**src/rtl/endpoint_link_port_if.sv**
```systemverilog
// Endpoint <-> switch-port attachment bundle.
// Groups the endpoint TX handshake, the link toward the switch, the RX
// path from the switch, the endpoint delivery handshake, credit pulses
// and debug/status outputs.
//   slave  : the endpoint_link_port block
//   master : whoever drives the endpoint/switch side (endpoint + switch port)
interface endpoint_link_port_if #(
    parameter int NUM_VCS     = 2,
    parameter int BUFFER_SIZE = 8,
    parameter int FLIT_W      = 32
);
    localparam int VC_W   = (NUM_VCS > 1) ? $clog2(NUM_VCS) : 1;
    localparam int CRED_W = $clog2(BUFFER_SIZE + 1);

    // endpoint -> TX FIFOs
    logic                      tx_valid;
    logic [VC_W-1:0]           tx_vc;
    logic [FLIT_W-1:0]         tx_flit;
    logic                      tx_ready;
    // TX -> switch
    logic                      link_valid;
    logic [VC_W-1:0]           link_vc;
    logic [FLIT_W-1:0]         link_flit;
    logic [NUM_VCS-1:0]        credit_in;
    // switch -> RX FIFOs
    logic                      rx_valid;
    logic [VC_W-1:0]           rx_vc;
    logic [FLIT_W-1:0]         rx_flit;
    // RX FIFOs -> endpoint
    logic                      out_valid;
    logic [VC_W-1:0]           out_vc;
    logic [FLIT_W-1:0]         out_flit;
    logic                      out_ready;
    logic [NUM_VCS-1:0]        credit_out;
    // status
    logic [NUM_VCS*CRED_W-1:0] credits;
    logic [1:0]                err;

    modport slave (
        input  tx_valid, tx_vc, tx_flit, credit_in, rx_valid, rx_vc, rx_flit, out_ready,
        output tx_ready, link_valid, link_vc, link_flit, out_valid, out_vc, out_flit,
               credit_out, credits, err
    );

    modport master (
        output tx_valid, tx_vc, tx_flit, credit_in, rx_valid, rx_vc, rx_flit, out_ready,
        input  tx_ready, link_valid, link_vc, link_flit, out_valid, out_vc, out_flit,
               credit_out, credits, err
    );
endinterface

```
**src/rtl/endpoint_link_port.sv**
```systemverilog
// Endpoint-side attachment for one switch port.
// TX: per-VC FIFOs feed a round-robin arbiter gated by per-VC downstream
//     credit counters; one registered flit per cycle onto the link.
// RX: per-VC FIFOs drained round-robin to the endpoint; each consumed flit
//     returns a registered one-cycle credit pulse on its VC.
// Ports: clk, rst (async, active-high), bus (endpoint_link_port_if.slave):
//   tx_valid/tx_vc/tx_flit/tx_ready, link_valid/link_vc/link_flit, credit_in,
//   rx_valid/rx_vc/rx_flit, out_valid/out_vc/out_flit/out_ready,
//   credit_out, credits (live counters), err ([0] RX overflow, [1] credit overflow).
module endpoint_link_port #(
    parameter int NUM_VCS     = 2,
    parameter int BUFFER_SIZE = 8,
    parameter int TX_DEPTH    = 4,
    parameter int FLIT_W      = 32
) (
    input  logic clk,
    input  logic rst,
    endpoint_link_port_if.slave bus
);
    localparam int VC_W   = (NUM_VCS > 1) ? $clog2(NUM_VCS) : 1;
    localparam int CRED_W = $clog2(BUFFER_SIZE + 1);
    localparam int TX_AW  = $clog2(TX_DEPTH);
    localparam int RX_AW  = (BUFFER_SIZE > 1) ? $clog2(BUFFER_SIZE) : 1;
    localparam logic [VC_W:0]     NV       = (VC_W + 1)'(NUM_VCS);
    localparam logic [CRED_W-1:0] CRED_MAX = CRED_W'(BUFFER_SIZE);

    typedef logic [FLIT_W-1:0] flit_t;

    flit_t              r_tx_mem [NUM_VCS][TX_DEPTH];
    logic [TX_AW:0]     r_tx_wp  [NUM_VCS];
    logic [TX_AW:0]     r_tx_rp  [NUM_VCS];
    logic [CRED_W-1:0]  r_cred   [NUM_VCS];
    logic [VC_W-1:0]    r_tx_rr;
    logic               r_link_valid;
    logic [VC_W-1:0]    r_link_vc;
    flit_t              r_link_flit;
    logic               r_err_cred;

    flit_t              r_rx_mem [NUM_VCS][BUFFER_SIZE];
    logic [RX_AW:0]     r_rx_wp  [NUM_VCS];   // {wrap, index}
    logic [RX_AW:0]     r_rx_rp  [NUM_VCS];
    logic [VC_W-1:0]    r_rx_rr;
    logic               r_rx_hold;
    logic [VC_W-1:0]    r_rx_hold_vc;
    logic [NUM_VCS-1:0] r_credit_out;
    logic               r_err_rx;

    logic [NUM_VCS-1:0] w_tx_empty, w_tx_full, w_tx_elig, w_send;
    logic [NUM_VCS-1:0] w_rx_empty, w_rx_full, w_rx_wr, w_rx_drop, w_rx_pop_v;
    logic               w_tx_ready, w_tx_push, w_tx_win, w_out_valid, w_rx_pop, w_rx_found;
    logic [VC_W-1:0]    w_tx_win_vc, w_rx_rr_vc, w_rx_sel;
    flit_t              w_tx_head;
    logic [NUM_VCS*CRED_W-1:0] w_credits;

    // First requester at or after ptr, wrapping; returns {found, vc}.
    function automatic logic [VC_W:0] rr_pick(input logic [NUM_VCS-1:0] req,
                                              input logic [VC_W-1:0]    ptr);
        logic [VC_W:0] idx;
        logic [VC_W:0] res;
        res = '0;
        for (int i = 0; i < NUM_VCS; i++) begin
            idx = {1'b0, ptr} + (VC_W + 1)'(i);
            if (idx >= NV) idx = idx - NV;
            if (!res[VC_W] && req[idx[VC_W-1:0]]) res = {1'b1, idx[VC_W-1:0]};
        end
        return res;
    endfunction

    function automatic logic [VC_W-1:0] next_vc(input logic [VC_W-1:0] v);
        return (v == VC_W'(NUM_VCS - 1)) ? '0 : v + VC_W'(1);
    endfunction

    // RX depth need not be a power of two, so the index wraps explicitly
    // and toggles the wrap bit.
    function automatic logic [RX_AW:0] rx_inc(input logic [RX_AW:0] p);
        if (p[RX_AW-1:0] == RX_AW'(BUFFER_SIZE - 1)) return {~p[RX_AW], {RX_AW{1'b0}}};
        return p + (RX_AW + 1)'(1);
    endfunction

    always_comb begin
        w_credits = '0;
        for (int v = 0; v < NUM_VCS; v++) begin
            w_tx_empty[v] = (r_tx_wp[v] == r_tx_rp[v]);
            w_tx_full[v]  = (r_tx_wp[v][TX_AW] != r_tx_rp[v][TX_AW]) &&
                            (r_tx_wp[v][TX_AW-1:0] == r_tx_rp[v][TX_AW-1:0]);
            w_tx_elig[v]  = !w_tx_empty[v] && (r_cred[v] != '0);
            w_rx_empty[v] = (r_rx_wp[v] == r_rx_rp[v]);
            w_rx_full[v]  = (r_rx_wp[v][RX_AW] != r_rx_rp[v][RX_AW]) &&
                            (r_rx_wp[v][RX_AW-1:0] == r_rx_rp[v][RX_AW-1:0]);
            w_credits[v*CRED_W +: CRED_W] = r_cred[v];
        end
    end

    always_comb begin
        w_tx_ready = 1'b0;
        for (int v = 0; v < NUM_VCS; v++)
            if (bus.tx_vc == VC_W'(v)) w_tx_ready = !w_tx_full[v];
    end
    assign w_tx_push = bus.tx_valid & w_tx_ready;

    assign {w_tx_win, w_tx_win_vc} = rr_pick(w_tx_elig, r_tx_rr);
    assign w_tx_head = r_tx_mem[w_tx_win_vc][r_tx_rp[w_tx_win_vc][TX_AW-1:0]];

    // While a presented flit waits for out_ready, keep offering the same VC
    // even if a flit arrives on a VC the pointer would now prefer.
    assign {w_rx_found, w_rx_rr_vc} = rr_pick(~w_rx_empty, r_rx_rr);
    assign w_rx_sel    = r_rx_hold ? r_rx_hold_vc : w_rx_rr_vc;
    assign w_out_valid = w_rx_found;
    assign w_rx_pop    = w_out_valid & bus.out_ready;

    always_comb begin
        for (int v = 0; v < NUM_VCS; v++) begin
            w_send[v]     = w_tx_win && (w_tx_win_vc == VC_W'(v));
            w_rx_pop_v[v] = w_rx_pop && (w_rx_sel == VC_W'(v));
            // a full FIFO still accepts when it is being drained this cycle
            w_rx_wr[v]    = bus.rx_valid && (bus.rx_vc == VC_W'(v)) && (!w_rx_full[v] || w_rx_pop_v[v]);
            w_rx_drop[v]  = bus.rx_valid && (bus.rx_vc == VC_W'(v)) && w_rx_full[v] && !w_rx_pop_v[v];
        end
    end

    // TX pointers, credits, link register
    always_ff @(posedge clk or posedge rst) begin
        if (rst) begin
            for (int v = 0; v < NUM_VCS; v++) begin
                r_tx_wp[v] <= '0;
                r_tx_rp[v] <= '0;
                r_cred[v]  <= CRED_MAX;
            end
            r_tx_rr      <= '0;
            r_link_valid <= 1'b0;
            r_link_vc    <= '0;
            r_link_flit  <= '0;
            r_err_cred   <= 1'b0;
        end else begin
            for (int v = 0; v < NUM_VCS; v++) begin
                if (w_tx_push && bus.tx_vc == VC_W'(v)) r_tx_wp[v] <= r_tx_wp[v] + (TX_AW + 1)'(1);
                if (w_send[v]) r_tx_rp[v] <= r_tx_rp[v] + (TX_AW + 1)'(1);
                if (w_send[v] && !bus.credit_in[v]) begin
                    r_cred[v] <= r_cred[v] - CRED_W'(1);
                end else if (!w_send[v] && bus.credit_in[v]) begin
                    if (r_cred[v] == CRED_MAX) r_err_cred <= 1'b1;
                    else                       r_cred[v]  <= r_cred[v] + CRED_W'(1);
                end
            end
            r_link_valid <= w_tx_win;
            if (w_tx_win) begin
                r_link_vc   <= w_tx_win_vc;
                r_link_flit <= w_tx_head;
                r_tx_rr     <= next_vc(w_tx_win_vc);
            end
        end
    end

    // RX pointers, delivery pointer, credit return
    always_ff @(posedge clk or posedge rst) begin
        if (rst) begin
            for (int v = 0; v < NUM_VCS; v++) begin
                r_rx_wp[v] <= '0;
                r_rx_rp[v] <= '0;
            end
            r_rx_rr      <= '0;
            r_rx_hold    <= 1'b0;
            r_rx_hold_vc <= '0;
            r_credit_out <= '0;
            r_err_rx     <= 1'b0;
        end else begin
            for (int v = 0; v < NUM_VCS; v++) begin
                if (w_rx_wr[v])    r_rx_wp[v] <= rx_inc(r_rx_wp[v]);
                if (w_rx_pop_v[v]) r_rx_rp[v] <= rx_inc(r_rx_rp[v]);
            end
            if (|w_rx_drop) r_err_rx <= 1'b1;
            r_credit_out <= w_rx_pop_v;
            r_rx_hold    <= w_out_valid & !bus.out_ready;
            r_rx_hold_vc <= w_rx_sel;
            if (w_rx_pop) r_rx_rr <= next_vc(w_rx_sel);
        end
    end

    // Storage arrays carry no reset; pointers alone define occupancy.
    always_ff @(posedge clk) begin
        for (int v = 0; v < NUM_VCS; v++) begin
            if (w_tx_push && bus.tx_vc == VC_W'(v)) r_tx_mem[v][r_tx_wp[v][TX_AW-1:0]] <= bus.tx_flit;
            if (w_rx_wr[v]) r_rx_mem[v][r_rx_wp[v][RX_AW-1:0]] <= bus.rx_flit;
        end
    end

    assign bus.tx_ready   = w_tx_ready;
    assign bus.link_valid = r_link_valid;
    assign bus.link_vc    = r_link_vc;
    assign bus.link_flit  = r_link_flit;
    assign bus.out_valid  = w_out_valid;
    assign bus.out_vc     = w_rx_sel;
    assign bus.out_flit   = r_rx_mem[w_rx_sel][r_rx_rp[w_rx_sel][RX_AW-1:0]];
    assign bus.credit_out = r_credit_out;
    assign bus.credits    = w_credits;
    assign bus.err        = {r_err_cred, r_err_rx};
endmodule

```
**src/flat_wrapper.sv**
```systemverilog
// flat-port wrapper written by rule: the top's interface ports become plain ports
module endpoint_link_port_flat 
#(
    parameter int NUM_VCS     = 2,
    parameter int BUFFER_SIZE = 8,
    parameter int TX_DEPTH    = 4,
    parameter int FLIT_W      = 32
)
  (clk, rst, bus_tx_valid, bus_tx_vc, bus_tx_flit, bus_credit_in, bus_rx_valid, bus_rx_vc, bus_rx_flit, bus_out_ready, bus_tx_ready, bus_link_valid, bus_link_vc, bus_link_flit, bus_out_valid, bus_out_vc, bus_out_flit, bus_credit_out, bus_credits, bus_err);
  endpoint_link_port_if #(.NUM_VCS(NUM_VCS), .BUFFER_SIZE(BUFFER_SIZE), .FLIT_W(FLIT_W)) bus_i ();
  input  logic clk;
  input  logic rst;
  input wire logic [$bits(bus_i.tx_valid)-1:0] bus_tx_valid;
  input wire logic [$bits(bus_i.tx_vc)-1:0] bus_tx_vc;
  input wire logic [$bits(bus_i.tx_flit)-1:0] bus_tx_flit;
  input wire logic [$bits(bus_i.credit_in)-1:0] bus_credit_in;
  input wire logic [$bits(bus_i.rx_valid)-1:0] bus_rx_valid;
  input wire logic [$bits(bus_i.rx_vc)-1:0] bus_rx_vc;
  input wire logic [$bits(bus_i.rx_flit)-1:0] bus_rx_flit;
  input wire logic [$bits(bus_i.out_ready)-1:0] bus_out_ready;
  output wire logic [$bits(bus_i.tx_ready)-1:0] bus_tx_ready;
  output wire logic [$bits(bus_i.link_valid)-1:0] bus_link_valid;
  output wire logic [$bits(bus_i.link_vc)-1:0] bus_link_vc;
  output wire logic [$bits(bus_i.link_flit)-1:0] bus_link_flit;
  output wire logic [$bits(bus_i.out_valid)-1:0] bus_out_valid;
  output wire logic [$bits(bus_i.out_vc)-1:0] bus_out_vc;
  output wire logic [$bits(bus_i.out_flit)-1:0] bus_out_flit;
  output wire logic [$bits(bus_i.credit_out)-1:0] bus_credit_out;
  output wire logic [$bits(bus_i.credits)-1:0] bus_credits;
  output wire logic [$bits(bus_i.err)-1:0] bus_err;
  assign bus_i.tx_valid = bus_tx_valid;
  assign bus_i.tx_vc = bus_tx_vc;
  assign bus_i.tx_flit = bus_tx_flit;
  assign bus_i.credit_in = bus_credit_in;
  assign bus_i.rx_valid = bus_rx_valid;
  assign bus_i.rx_vc = bus_rx_vc;
  assign bus_i.rx_flit = bus_rx_flit;
  assign bus_i.out_ready = bus_out_ready;
  assign bus_tx_ready = bus_i.tx_ready;
  assign bus_link_valid = bus_i.link_valid;
  assign bus_link_vc = bus_i.link_vc;
  assign bus_link_flit = bus_i.link_flit;
  assign bus_out_valid = bus_i.out_valid;
  assign bus_out_vc = bus_i.out_vc;
  assign bus_out_flit = bus_i.out_flit;
  assign bus_credit_out = bus_i.credit_out;
  assign bus_credits = bus_i.credits;
  assign bus_err = bus_i.err;
  endpoint_link_port #(.NUM_VCS(NUM_VCS), .BUFFER_SIZE(BUFFER_SIZE), .TX_DEPTH(TX_DEPTH), .FLIT_W(FLIT_W)) u_core (.clk(clk), .rst(rst), .bus(bus_i));
endmodule
```
**config.mk**
```make
export PLATFORM = sky130hd
export DESIGN_NAME = endpoint_link_port_flat
export DESIGN_NICKNAME = d
export VERILOG_FILES = /design/src/rtl/endpoint_link_port_if.sv /design/src/rtl/endpoint_link_port.sv /design/src/flat_wrapper.sv
export SDC_FILE = /design/constraint.sdc
export NUM_CORES = 1
export LEC_CHECK = 0
export ABC_AREA = 1
export ABC_CLOCK_PERIOD_IN_PS = 6950
export CAP_MARGIN = 30
export CORE_MARGIN = 2
export CORE_UTILIZATION = 44
export DETAILED_ROUTE_END_ITERATION = 12
export SYNTH_ARGS = -nofsm -noshare
export SYNTH_HDL_FRONTEND = slang
export SYNTH_SLANG_ARGS = --single-unit
```
**constraint.sdc**
```tcl
create_clock -name clk -period 6.95 [get_ports clk]
set_input_delay 1.39 -clock clk [delete_from_list [all_inputs] [get_ports clk]]
set_output_delay 1.39 -clock clk [all_outputs]
set_load 0.05 [all_outputs]
```
==> out/summary.txt <==
Post-CTS Setup Inserts = 0
Post-DRT Antenna Nets = 0
Die Ht = 292 um
Area Growth Syn to Fin = 16.0%
DRC viols = 0
DR WL/cell = 19.9 um
Die Span X = 292 um
Critical-path maximum fanout = 91
CTS tree = built
Placed Cells = 4,476
Clock Tree Root = clkbuf_16
Tot GR Track Use = 21.7%
Number of port buffers = 153
Met3 WL = 6350 um
Period minus WS final = 5.93 ns
Via Count = 24,300
Cell variety after synth = 37
Synth Flop Type = edfxtp_1
Final Max Tran Viols = 0
Clock sinks = 846
Net Count, Synth = 3,491
Pin count of the biggest net entering global routing = 172
I/O pin cnt = 154
Final instance area = 42,300 um2
RSZ-0062 raised after global routing = no
Iteration-0 DRC count of the detailed router = 2,036
Avg Inst Size Synth = 10.8 um2
Status = complete, no violations
Mapped Cells = 3,390
Routability cong. = 0.756
Half-perimeter wire length after placement = 46,800 um
Post-synthesis register bit count = 846
Data required, critical path = 5.56 ns
# setup viols final = 0
First-pass DRT Iterations = 5
Worst EP arrival = 4.54 ns
Slew headroom = 33.5%
Fin cells = 4,646
Die Area = 85,300 um2
CTS Buf Count = 89
H-tree Lvls = 3
Layout cell share with drive strength beyond 1 = 7.14%
Final Net Count = 3,599
Setup TNS Final = 0 ns
Critical path type = reg -> out
Gr ovfl total = 0
Hold-fix buffers, CTS = 0
FFs w/ async S/R, synth = 9.22%
Post-synth EDFFs = 768
Routed vias/inst = 5.23
Initial antenna violation count = 5
Fmax = 169 MHz
Max Clock Skew = 0.0543 ns
Type of destination of the critical path = output pin
Fillers = 7,171
Worst Max-Slew Pin Slew = 0.998 ns
Synth warn = 0
Max_cap viols = 0
WL final = 92,500 um
Initial Util = 44.5%
Sequential fraction of the synthesis area = 68.5%
Clk_lat worst skew = 0.68 ns
Final Cycle Share = 85.4%
Global-route wire length before repair = 142,000 um
Mapped cell area = 36,500 um2
Clk pin slew, worst setup/hold paths = 0.06 ns
Vias in the first global route = 23,800
Max layer used = met5
Metal1 wirelength = 39,800 um
CTS resizes = 0
Core ar. = 82,100 um2
Longest Clk Path Bufs = 3
DP Area = 39,500 um2
Crit path launch type = register
DR WL met2 = 44,300 um
Register-to-register setup slack = 2.54 ns
Row count = 105
Hold Vio Cnt, Final = 0
Worst hold path type = reg -> reg
## per-stage QoR
step | hold slack, ns | setup slack [ns] | util (%)
after detailed placement | 0.465 | 1.67 | 48.1
after global routing | 0.504 | 0.646 | 51.6
after CTS | 0.481 | 0.963 | 51.5
after floorplan | 0.445 | 1.51 | -
final | 0.477 | 1.02 | 51.6
after global placement | 0.462 | 1.58 | 48.0
## synthesized netlist by cell type (2+ instances only)
cell      number  area (um2)
a211oi_1       2        15.0
a21boi_0       2        15.0
a21oi_1        7        35.0
a31oi_1        2        12.5
buf_1          6        22.5
buf_2         87         435
buf_4         16         120
buf_6         13         146
clkbuf_1      69         259
dfrtp_1       76        1900
dfstp_2        2        52.6
edfxtp_1     768       23100
fa_1           2        40.0
ha_1          26         325
inv_1        285        1070
inv_2          8        30.0
nand2_1     1252        4700
nand2_2        2        12.5
nand2_4        4        45.0
nand3_1      463        2320
nand3_2        2        20.0
nand3b_1      97         728
nand4_1       66         413
nor2_1        35         131
nor3_1         8        40.0
o21ai_0       50         250
o21ai_1        5        25.0
o21ai_2        3        26.3
xnor2_1       10        87.6
xor2_1        15         131
## worst paths after layout
| kind | cells after the start | from | to |
|---|---|---|---|
| min in group asynchronous | 2 | rst | u_core.r_tx_rp[4] |
| setup reg to reg | 13 | u_core.r_rx_wp[4] | u_core.r_rx_mem[1][226] |
| setup / recovery | 13 | u_core.r_rx_wp[4] | bus_out_flit[27] |
| hold reg to reg | 2 | u_core.bus.link_flit[24] | u_core.bus.link_flit[24] |
| max in group asynchronous | 4 | rst | u_core.r_rx_wp[3] |
| hold / removal | 2 | u_core.bus.link_flit[24] | u_core.bus.link_flit[24] |
## metal layers
| metal | GRT usage (%) | up-vias |
|---|---|---|
| li1 | - | 11600 |
| met1 | 29.2 | 11800 |
| met2 | 36.0 | 733 |
| met3 | 3.75 | 150 |
| met4 | 6.42 | 2 |
| met5 | 0 | - |
## registers in the layout, indices dropped and copies added, names as in the netlist, 2 cells and up
signal and count:
u_core.r_rx_mem 512, u_core.r_tx_mem 256, u_core.bus.link_flit 32, u_core.bus.credits 8, u_core.r_rx_rp 8, u_core.r_rx_wp 8, u_core.r_tx_rp 6, u_core.r_tx_wp 6
u_core.bus.credit_out 2
## layout make-up
type	count	area [um2]	area share [%]
Antenna cell	5	12.5	0.0295
Clock buffer	123	2380	5.63
Clock inverter	41	478	1.13
Inverter	294	1110	2.61
Multi-Input combinational cell	2059	9630	22.7
Sequential cell	846	25000	59.1
Tap cell	1070	1340	3.16
Timing Repair Buffer	208	2380	5.62
## critical path, cell delays in order, from the launching register on
cell     delay (ns)
dfrtp_1        0.56
xor2_1         0.21
nor2_1         0.06
nand2_1        0.08
nand2_1        0.13
nand2_8        0.52
nand2_8        0.43
o21ai_4        0.28
buf_4          0.77
nand3_1        0.17
nand2_1        0.12
nand2_1        0.05
nand2_1        0.28
buf_12         0.19
## placed cells by master (no fill, tap or decap), types with 3 or more instances in the layout
cell type,n
a21oi_1,7
buf_12,39
buf_4,46
bufinv_16,5
clkbuf_1,31
clkbuf_16,89
clkbuf_8,3
clkdlybuf4s50_1,121
clkinv_1,19
clkinv_16,6
clkinv_2,10
dfrtp_1,76
diode_2,5
edfxtp_1,768
ha_1,26
inv_1,280
inv_2,9
nand2_1,1250
nand2_4,4
nand3_1,463
nand3b_1,97
nand4_1,66
nor2_1,19
nor2_4,16
nor3_2,7
o21ai_0,50
o21ai_1,5
o21ai_4,3
xnor2_1,10
xor2_1,15
## logic make-up after synthesis
logic type / after synthesis / share of synthesized area [%]
AOI/OAI and AO/OA: 73 / 1.09
xor gates and xnor gates: 25 / 0.600
adders and majority gates: 28 / 1.00
buffers and inverters: 485 / 5.72
DFF: 846 / 68.5
and+or+nand+nor: 1933 / 23.1
Power is left out: the tool's default activity adds up to more than one toggle a clock period on the data nets, which glitch-free logic cannot reach.
